## config.mk

```make
export PLATFORM = sky130hd
export DESIGN_NAME = div_arbiter_flat
export DESIGN_NICKNAME = d
export VERILOG_FILES = /design/src/rtl/div_arbiter_if.sv /design/src/rtl/div_arbiter.sv /design/src/flat_wrapper.sv
export SDC_FILE = /design/constraint.sdc
export NUM_CORES = 1
export LEC_CHECK = 0
export ABC_CLOCK_PERIOD_IN_PS = 4800
export CAP_MARGIN = 20
export CORE_ASPECT_RATIO = 2
export CORE_MARGIN = 4
export CORE_UTILIZATION = 35
export CTS_BUF_LIST = sky130_fd_sc_hd__clkbuf_8 sky130_fd_sc_hd__clkbuf_16
export DETAILED_ROUTE_END_ITERATION = 10
export MAX_ROUTING_LAYER = met4
export PLACE_DENSITY = 0.79
export SYNTH_ARGS = -nofsm -noshare
export SYNTH_HDL_FRONTEND = slang
export SYNTH_SLANG_ARGS = --single-unit
```

## constraint.sdc

```tcl
create_clock -name clock -period 4.8 [get_ports clock]
set_clock_uncertainty 0.05 [all_clocks]
set_input_delay 0.72 -clock clock [delete_from_list [all_inputs] [get_ports clock]]
set_output_delay 0.72 -clock clock [all_outputs]
set_load 0.01 [all_outputs]
```

## src/rtl/div_arbiter_if.sv

```systemverilog
// Bundle of requester handshakes, divider operand/result wires and the
// response/status outputs shared between div_arbiter and its environment.
interface div_arbiter_if;
  logic        req_valid0;
  logic [31:0] req_dd0;
  logic [31:0] req_ds0;
  logic        req_ready0;
  logic        req_valid1;
  logic [31:0] req_dd1;
  logic [31:0] req_ds1;
  logic        req_ready1;
  logic [31:0] div_ddp;
  logic [31:0] div_dsp;
  logic [31:0] div_qout;
  logic [31:0] div_rem;
  logic        div_ex;
  logic        resp_valid0;
  logic        resp_valid1;
  logic [31:0] resp_q;
  logic [31:0] resp_rem;
  logic        resp_ex;
  logic        busy;
  logic [7:0]  ex_count;

  modport slave (
    input  req_valid0, req_dd0, req_ds0, req_valid1, req_dd1, req_ds1,
    input  div_qout, div_rem, div_ex,
    output req_ready0, req_ready1, div_ddp, div_dsp,
    output resp_valid0, resp_valid1, resp_q, resp_rem, resp_ex, busy, ex_count
  );

  modport master (
    output req_valid0, req_dd0, req_ds0, req_valid1, req_dd1, req_ds1,
    output div_qout, div_rem, div_ex,
    input  req_ready0, req_ready1, div_ddp, div_dsp,
    input  resp_valid0, resp_valid1, resp_q, resp_rem, resp_ex, busy, ex_count
  );
endinterface

```

## src/rtl/div_arbiter.sv

```systemverilog
// Shares one multicycle combinational divider between two requesters.
// Operands are registered and held LATENCY cycles before the divider result
// is captured; the owner then gets a one-cycle response pulse. A zero
// divisor short-circuits to an exception response without using the divider.
module div_arbiter #(
  parameter int unsigned LATENCY = 4  // legal range 1..15
) (
  input  logic          clock,
  input  logic          reset,
  div_arbiter_if.slave  bus
);

  typedef enum logic [1:0] {
    IDLE = 2'd0,
    WAIT = 2'd1,
    RESP = 2'd2
  } state_t;

  state_t      state_q, state_d;
  logic [3:0]  cnt_q, cnt_d;
  logic        last_grant_q, last_grant_d;
  logic        owner_q, owner_d;
  logic [31:0] ddp_q, ddp_d;
  logic [31:0] dsp_q, dsp_d;
  logic [31:0] q_q, q_d;
  logic [31:0] rem_q, rem_d;
  logic        ex_q, ex_d;
  logic [7:0]  exc_q, exc_d;

  logic        grant0_s, grant1_s;
  logic [31:0] sel_dd_s, sel_ds_s;

  // Saturating increment for the exception counter: sticks at 255.
  function automatic logic [7:0] sat_inc(input logic [7:0] v);
    return (v == 8'hFF) ? v : v + 8'd1;
  endfunction

  // Round-robin grant in IDLE: on contention the requester that did not win last time goes.
  always_comb begin
    grant0_s = 1'b0;
    grant1_s = 1'b0;
    if (state_q == IDLE) begin
      if (bus.req_valid0 && bus.req_valid1) begin
        grant0_s = last_grant_q;
        grant1_s = !last_grant_q;
      end else begin
        grant0_s = bus.req_valid0;
        grant1_s = bus.req_valid1;
      end
    end else begin
      grant0_s = 1'b0;
      grant1_s = 1'b0;
    end
  end

  // Operand selection for whichever requester is being accepted this cycle.
  always_comb begin
    sel_dd_s = 32'd0;
    sel_ds_s = 32'd0;
    if (grant1_s) begin
      sel_dd_s = bus.req_dd1;
      sel_ds_s = bus.req_ds1;
    end else begin
      sel_dd_s = bus.req_dd0;
      sel_ds_s = bus.req_ds0;
    end
  end

  // Next-state and datapath update for the IDLE/WAIT/RESP sequence.
  always_comb begin
    state_d      = state_q;
    cnt_d        = cnt_q;
    last_grant_d = last_grant_q;
    owner_d      = owner_q;
    ddp_d        = ddp_q;
    dsp_d        = dsp_q;
    q_d          = q_q;
    rem_d        = rem_q;
    ex_d         = ex_q;
    exc_d        = exc_q;
    case (state_q)
      IDLE: begin
        if (grant0_s || grant1_s) begin
          ddp_d        = sel_dd_s;
          dsp_d        = sel_ds_s;
          owner_d      = grant1_s;
          last_grant_d = grant1_s;
          if (sel_ds_s == 32'd0) begin
            q_d     = 32'd0;
            rem_d   = 32'd0;
            ex_d    = 1'b1;
            exc_d   = sat_inc(exc_q);
            state_d = RESP;
          end else begin
            cnt_d   = 4'(LATENCY);
            state_d = WAIT;
          end
        end else begin
          state_d = IDLE;
        end
      end
      WAIT: begin
        cnt_d = cnt_q - 4'd1;
        if (cnt_q == 4'd1) begin
          q_d     = bus.div_qout;
          rem_d   = bus.div_rem;
          ex_d    = bus.div_ex;
          if (bus.div_ex) begin
            exc_d = sat_inc(exc_q);
          end else begin
            exc_d = exc_q;
          end
          state_d = RESP;
        end else begin
          state_d = WAIT;
        end
      end
      RESP: begin
        state_d = IDLE;
      end
      default: begin
        state_d = IDLE;
      end
    endcase
  end

  // State and datapath registers with synchronous active-low reset.
  always_ff @(posedge clock) begin
    if (!reset) begin
      state_q      <= IDLE;
      cnt_q        <= 4'd0;
      last_grant_q <= 1'b1;
      owner_q      <= 1'b0;
      ddp_q        <= 32'd0;
      dsp_q        <= 32'd0;
      q_q          <= 32'd0;
      rem_q        <= 32'd0;
      ex_q         <= 1'b0;
      exc_q        <= 8'd0;
    end else begin
      state_q      <= state_d;
      cnt_q        <= cnt_d;
      last_grant_q <= last_grant_d;
      owner_q      <= owner_d;
      ddp_q        <= ddp_d;
      dsp_q        <= dsp_d;
      q_q          <= q_d;
      rem_q        <= rem_d;
      ex_q         <= ex_d;
      exc_q        <= exc_d;
    end
  end

  assign bus.req_ready0  = grant0_s;
  assign bus.req_ready1  = grant1_s;
  assign bus.div_ddp     = ddp_q;
  assign bus.div_dsp     = dsp_q;
  assign bus.resp_valid0 = (state_q == RESP) && !owner_q;
  assign bus.resp_valid1 = (state_q == RESP) && owner_q;
  assign bus.resp_q      = q_q;
  assign bus.resp_rem    = rem_q;
  assign bus.resp_ex     = ex_q;
  assign bus.busy        = (state_q != IDLE);
  assign bus.ex_count    = exc_q;

endmodule

```

## src/flat_wrapper.sv

```systemverilog
// flat-port wrapper written by rule: the top's interface ports become plain ports
module div_arbiter_flat 
#(
  parameter int unsigned LATENCY = 4                      
)
  (clock, reset, bus_req_valid0, bus_req_dd0, bus_req_ds0, bus_req_valid1, bus_req_dd1, bus_req_ds1, bus_div_qout, bus_div_rem, bus_div_ex, bus_req_ready0, bus_req_ready1, bus_div_ddp, bus_div_dsp, bus_resp_valid0, bus_resp_valid1, bus_resp_q, bus_resp_rem, bus_resp_ex, bus_busy, bus_ex_count);
  div_arbiter_if bus_i ();
  input  logic clock;
  input  logic reset;
  input wire logic [$bits(bus_i.req_valid0)-1:0] bus_req_valid0;
  input wire logic [$bits(bus_i.req_dd0)-1:0] bus_req_dd0;
  input wire logic [$bits(bus_i.req_ds0)-1:0] bus_req_ds0;
  input wire logic [$bits(bus_i.req_valid1)-1:0] bus_req_valid1;
  input wire logic [$bits(bus_i.req_dd1)-1:0] bus_req_dd1;
  input wire logic [$bits(bus_i.req_ds1)-1:0] bus_req_ds1;
  input wire logic [$bits(bus_i.div_qout)-1:0] bus_div_qout;
  input wire logic [$bits(bus_i.div_rem)-1:0] bus_div_rem;
  input wire logic [$bits(bus_i.div_ex)-1:0] bus_div_ex;
  output wire logic [$bits(bus_i.req_ready0)-1:0] bus_req_ready0;
  output wire logic [$bits(bus_i.req_ready1)-1:0] bus_req_ready1;
  output wire logic [$bits(bus_i.div_ddp)-1:0] bus_div_ddp;
  output wire logic [$bits(bus_i.div_dsp)-1:0] bus_div_dsp;
  output wire logic [$bits(bus_i.resp_valid0)-1:0] bus_resp_valid0;
  output wire logic [$bits(bus_i.resp_valid1)-1:0] bus_resp_valid1;
  output wire logic [$bits(bus_i.resp_q)-1:0] bus_resp_q;
  output wire logic [$bits(bus_i.resp_rem)-1:0] bus_resp_rem;
  output wire logic [$bits(bus_i.resp_ex)-1:0] bus_resp_ex;
  output wire logic [$bits(bus_i.busy)-1:0] bus_busy;
  output wire logic [$bits(bus_i.ex_count)-1:0] bus_ex_count;
  assign bus_i.req_valid0 = bus_req_valid0;
  assign bus_i.req_dd0 = bus_req_dd0;
  assign bus_i.req_ds0 = bus_req_ds0;
  assign bus_i.req_valid1 = bus_req_valid1;
  assign bus_i.req_dd1 = bus_req_dd1;
  assign bus_i.req_ds1 = bus_req_ds1;
  assign bus_i.div_qout = bus_div_qout;
  assign bus_i.div_rem = bus_div_rem;
  assign bus_i.div_ex = bus_div_ex;
  assign bus_req_ready0 = bus_i.req_ready0;
  assign bus_req_ready1 = bus_i.req_ready1;
  assign bus_div_ddp = bus_i.div_ddp;
  assign bus_div_dsp = bus_i.div_dsp;
  assign bus_resp_valid0 = bus_i.resp_valid0;
  assign bus_resp_valid1 = bus_i.resp_valid1;
  assign bus_resp_q = bus_i.resp_q;
  assign bus_resp_rem = bus_i.resp_rem;
  assign bus_resp_ex = bus_i.resp_ex;
  assign bus_busy = bus_i.busy;
  assign bus_ex_count = bus_i.ex_count;
  div_arbiter #(.LATENCY(LATENCY)) u_core (.clock(clock), .reset(reset), .bus(bus_i));
endmodule
```

==> flow_summary.ini, run 1 <==
[status]
status = complete, no violations

[clocking]
h-tree-depth = 4
clkSinkCount = 145
clock-root-buffer = clkbuf_16
cts_buffers = 17
cts_tree = built
ctsHoldBuffers = 0
clkTransAtPathRegs_ps = 60
cts_setup_buffers = 0
cts_buffer_depth = 2
postCtsResizedCells = 0
clk_latency_ps = 410

[critical_path]
start_kind = primary input
end_kind = flop
cp_data_arrival_time_ps = 3630
worst-path-max-fanout = 66
cp.required_ps = 5100
path_class = in2reg

[sta]
timing.fmax_mhz = 300
min_period_over_period_pct = 69.4
drv_slew = 0
setup-tns-final_ps = 0
final-setup-viol-count = 0
worst_pin_slew_ps = 702
worst_slack_ps = 1470
hold_viol = 0
relSlewSlack_pct = 52.7
grt_setup_unrepaired = false
period_needed_ps = 3330

[layout]
area_growth_pct = 70.6
nets = 1207
fillers = 1391
drive_gt1_share_pct = 4.52
final_util_pct = 60.9
final_common_cell = clkdlybuf4s50_1
final_cell_mix = clkdlybuf4s50_1, dfxtp_1, nor2_1, nand2_1

[floorplan]
die_w_um = 99.3
boundaryPins = 339
dieHeight_um = 191
core-area_um2 = 16400
die_area_um2 = 18900
initial_utilization_pct = 35.7
row_count = 66

[yosys]
synth_nets = 901
synth_xor_area_share_pct = 0.150
synth_compound_area_share_pct = 22.6
netlist_top_cells_area = dfxtp_1, a311oi_1, nor2_1
avgSynthCellArea_um2 = 8.32
synth_simple_gate_area_share_pct = 22.3
synthMuxAreaShare_pct = 0.172
synth_top_family_by_area = compound AO/OA/AOI/OAI gates
ys_seq_area_share_pct = 49.7
synth_seq_cells = 145
synthCells = 701
ys_types = 37
synth-warning-count = 0
synth_top_area_cell = dfxtp_1
synth-adder-area-share_pct = 0.643
synth_top_area_share_pct = 49.7
synth_area_um2 = 5840

[route]
routed_wl_um = 21900
top_layer_used = met4
met3WireLength_um = 1330
antenna_left = 0
routed-wl-met2_um = 11500
vias = 6460
drtIter0Drc = 205
drc = 0
vias_per_cell = 5.28
first_pass_iters = 4
met1_length_um = 8210
wl_per_cell_um = 17.9

[global_routing]
grt-ovfl-total = 0
grt_max_degree = 129
antenna_found_initial = 1
grt.total_usage_pct = 22.8
grt_pass1_wl_um = 33200
grt_pass1_vias = 6350

[flow_run]
max-cap-violations = 0

[placed_design]
io_buffers = 338
dp_hpwl_um = 15900
dp_slack_ps = 1070
place_congestion = 0.833

[power]
power_density_nw_per_um2 = 348
irDropWorstVdd_mv = 0.208
p_leak_nw = 3.66

[worst_hold_path]
hold_class = reg2reg
## where the power goes
| group | switching [W] | internal (W) |
|---|---|---|
| sequential | 0.0000576 | 0.00130 |
| combinational | 0.000343 | 0.000404 |
| clock | 0.000520 | 0.000835 |
| total | 0.000920 | 0.00254 |
## cell type report
type | count | area (um2) | area share [%]
multi-input combinational | 489 | 2710 | 27.2
timing repair buffer | 345 | 3460 | 34.8
inverter | 9 | 36.3 | 0.364
sequential | 145 | 2900 | 29.1
clock inverter | 11 | 139 | 1.39
tap | 204 | 255 | 2.56
clock buffer | 19 | 453 | 4.55
antenna | 1 | 2.50 | 0.0251
## critical path, cell delays in order
cell	delay, ps
clkdlybuf4s50_1	460
a211oi_1	550
nand2_2	120
inv_2	90
buf_4	420
o32ai_4	210
a31oi_4	150
buf_4	550
a22oi_1	140
nor2_1	140
## synthesized netlist by cell type (all sizes together)
cell	instances
nor3	4
buf	6
o22a	1
a21o	2
and3b	1
mux2i	1
a2111oi	1
inv	8
xor2	1
nand2b	5
a221oi	1
nand4	5
o211ai	2
dfxtp	145
o32ai	1
or3b	1
a211o	1
nand3	2
o21ai	3
clkinv	1
a311oi	64
o31ai	5
a31oi	3
a21oi	15
clkbuf	52
or3	2
or4	5
nand2	139
a22oi	64
a211oi	2
nor4	14
nor3b	1
ha	3
nor2	140
## final timing paths
| path | from | slack (ps) | endpoint | cells after the start |
|---|---|---|---|---|
| worst max register to register | u_core.state_q[0] | 1810 | u_core.bus.resp_q[15] | 9 |
| worst min register to register | u_core.cnt_q[0] | 430 | u_core.cnt_q[0] | 1 |
| worst min-delay path | u_core.cnt_q[0] | 430 | u_core.cnt_q[0] | 1 |
| worst max-delay path | bus_req_valid0 | 1470 | u_core.bus.resp_q[15] | 10 |
## metal layers
metal,vias up,track usage [%]
met5,-,-
met1,3008,24.7
met4,0,11.6
met2,281,38.9
li1,3118,-
met3,53,4.91
## stage by stage
stage	total power [W]	cells	cell area (um2)	hold slack (ps)
3_5_place_dp	0.00213	1192	9360	417
6_report	0.00346	1223	9960	433
3_3_place_gp	0.00212	1192	9360	409
2_1_floorplan	0.00170	701	5840	396
5_1_grt	0.00361	1223	9960	450
4_1_cts	0.00349	1222	9960	435
## registers in the layout, summed over array words and instances, names as in the netlist
name / cells
u_core.cnt_q: 4
u_core.last_grant_q: 1
u_core.bus.div_dsp: 32
u_core.owner_q: 1
u_core.bus.ex_count: 8
u_core.bus.div_ddp: 32
u_core.bus.resp_rem: 32
u_core.bus.resp_ex: 1
u_core.bus.resp_q: 32
u_core.state_q: 2
## cells by family (layout without fill, tap and decap cells)
| logic type | Yosys count | after routing |
|---|---|---|
| AND/OR/NAND/NOR | 319 | 319 |
| AO/OA/AOI/OAI | 165 | 165 |
| flip-flops | 145 | 145 |
| buffers and inverters | 67 | 384 |
| adder cells (fa/ha/maj) | 3 | 3 |
| XOR/XNOR | 1 | 1 |
| multiplexers | 1 | 1 |
| other | 0 | 1 |
No activity file was read; power rests on OpenSTA's default activity.
==> run 2: changes to the inputs <==
Settings changed: ABC_CLOCK_PERIOD_IN_PS 4800 to 3100.
Clock period 4.8 ns to 3.1 ns, I/O delays scaled along.
==> run 2 against run 1 <==
  * Die area unchanged
  * Critical endpoint is now bus_req_ready1
  * Final cell count up 0.49%
  * Sequential power up 54%
  * Core utilization up 0.40 points
  * Highest routed layer unchanged
  * First-iteration DRC count up 13%
  * Hold slack about the same
  * Combinational power up 58%
==> flow_summary.ini, run 2 (synthesis results as in run 1) <==
[clocking]
ctsHoldBuffers = 0
clk_latency_ps = 410
cts_buffers = 17
cts_tree = built
h-tree-depth = 4
clock-root-buffer = clkbuf_16
postCtsResizedCells = 0
cts_setup_buffers = 0
clkTransAtPathRegs_ps = 50
clkSinkCount = 145
cts_buffer_depth = 2

[layout]
drive_gt1_share_pct = 4.98
fillers = 1368
final_cell_area_um2 = 10000
final_common_cell = clkdlybuf4s50_1
n_antenna_cell = 0
final_util_pct = 61.3
nets = 1214
final_cell_mix = clkdlybuf4s50_1, dfxtp_1, nor2_1, nand2_1
area_growth_pct = 71.8
final_cell_count_no_fill = 1229

[global_routing]
grt.total_usage_pct = 23.1
grt_max_degree = 129
grt-ovfl-total = 0
antenna_found_initial = 0
grt_pass1_vias = 6274
grt_pass1_wl_um = 33700

[route]
antenna_left = 0
met1_length_um = 8120
routed-wl-met2_um = 11500
vias = 6410
top_layer_used = met4
first_pass_iters = 5
wl_per_cell_um = 17.8
routed_wl_um = 21900
met3WireLength_um = 1570
vias_per_cell = 5.22
drtIter0Drc = 232
drc = 0

[placed_design]
io_buffers = 338
dp_hpwl_um = 16000
place_inst = 1199
place_congestion = 0.843
dp_slack_ps = -30.1
place_area_um2 = 9430

[critical_path]
path_class = in2out
start_kind = primary input
worst-path-max-fanout = 4
critical-path-max-stage-delay_ps = 580
cpMostUsedCell = clkdlybuf4s50_1
cp.required_ps = 2580
end_kind = output port
cp_cell_sequence = clkdlybuf4s50_1 -> a211oi_1 -> nand2_2 -> inv_2 -> clkdlybuf4s50_1
reg2reg_slack_ps = 670
cp_data_arrival_time_ps = 2290
cp_slowest_cell = clkdlybuf4s50_1

[floorplan]
boundaryPins = 339
die_w_um = 99.3
core-area_um2 = 16400
row_count = 66
die_area_um2 = 18900
dieHeight_um = 191
initial_utilization_pct = 35.7

[worst_hold_path]
hold_class = reg2reg

[power]
power_density_nw_per_um2 = 533
p_leak_nw = 3.70
irDropWorstVdd_mv = 0.331

[status]
status = complete, no violations

[sta]
grt_setup_unrepaired = false
setup-tns-final_ps = 0
drv_slew = 0
worst_pin_slew_ps = 733
relSlewSlack_pct = 51.1
final-setup-viol-count = 0
timing.fmax_mhz = 357
worst_slack_ps = 297
period_needed_ps = 2800
hold_viol = 0
min_period_over_period_pct = 90.4

[flow_run]
max-cap-violations = 0
==> run 2: layout make-up <==
cell class	instances	area [um2]	area share (%)
multi-input combinational	489	2710	27.0
tap	204	255	2.55
timing repair buffer	352	3530	35.2
clock inverter	11	141	1.41
inverter	9	36.3	0.362
sequential	145	2900	29.0
clock buffer	19	453	4.52
==> run 2: where the power goes <==
part / leakage (nW) / internal (W) / switching (W)
clock: 0.286 / 0.00129 / 0.000776
combinational: 2.23 / 0.000635 / 0.000542
sequential: 1.19 / 0.00202 / 0.0000830
total: 3.70 / 0.00394 / 0.00140
==> run 2: through the flow <==
step           power (W)  hold WS [ps]
3_5_place_dp     0.00332           424
2_1_floorplan    0.00263           396
4_1_cts          0.00540           438
5_1_grt          0.00559           459
6_report         0.00534           433
3_3_place_gp     0.00330           410
==> run 2: final timing paths <==
path	startpoint	end	cells after the start
min	u_core.bus.resp_ex	u_core.bus.resp_ex	2
max reg2reg	u_core.state_q[0]	u_core.bus.ex_count[7]	7
min reg2reg	u_core.bus.resp_ex	u_core.bus.resp_ex	2
max	bus_req_valid0	bus_req_ready1	5
==> run 2: critical path, delay by kind of cell <==
family | cells | cell delay [ps]
AOI/OAI and AO/OA | 1 | 520
and+or+nand+nor | 1 | 120
buffers and inverters | 3 | 1180
==> run 2: per-layer routing <==
| layer | GRT usage, % | vias up |
|---|---|---|
| met5 | - | - |
| li1 | - | 3129 |
| met1 | 25.6 | 2971 |
| met2 | 38.6 | 265 |
| met4 | 10.5 | 0 |
| met3 | 6.19 | 45 |
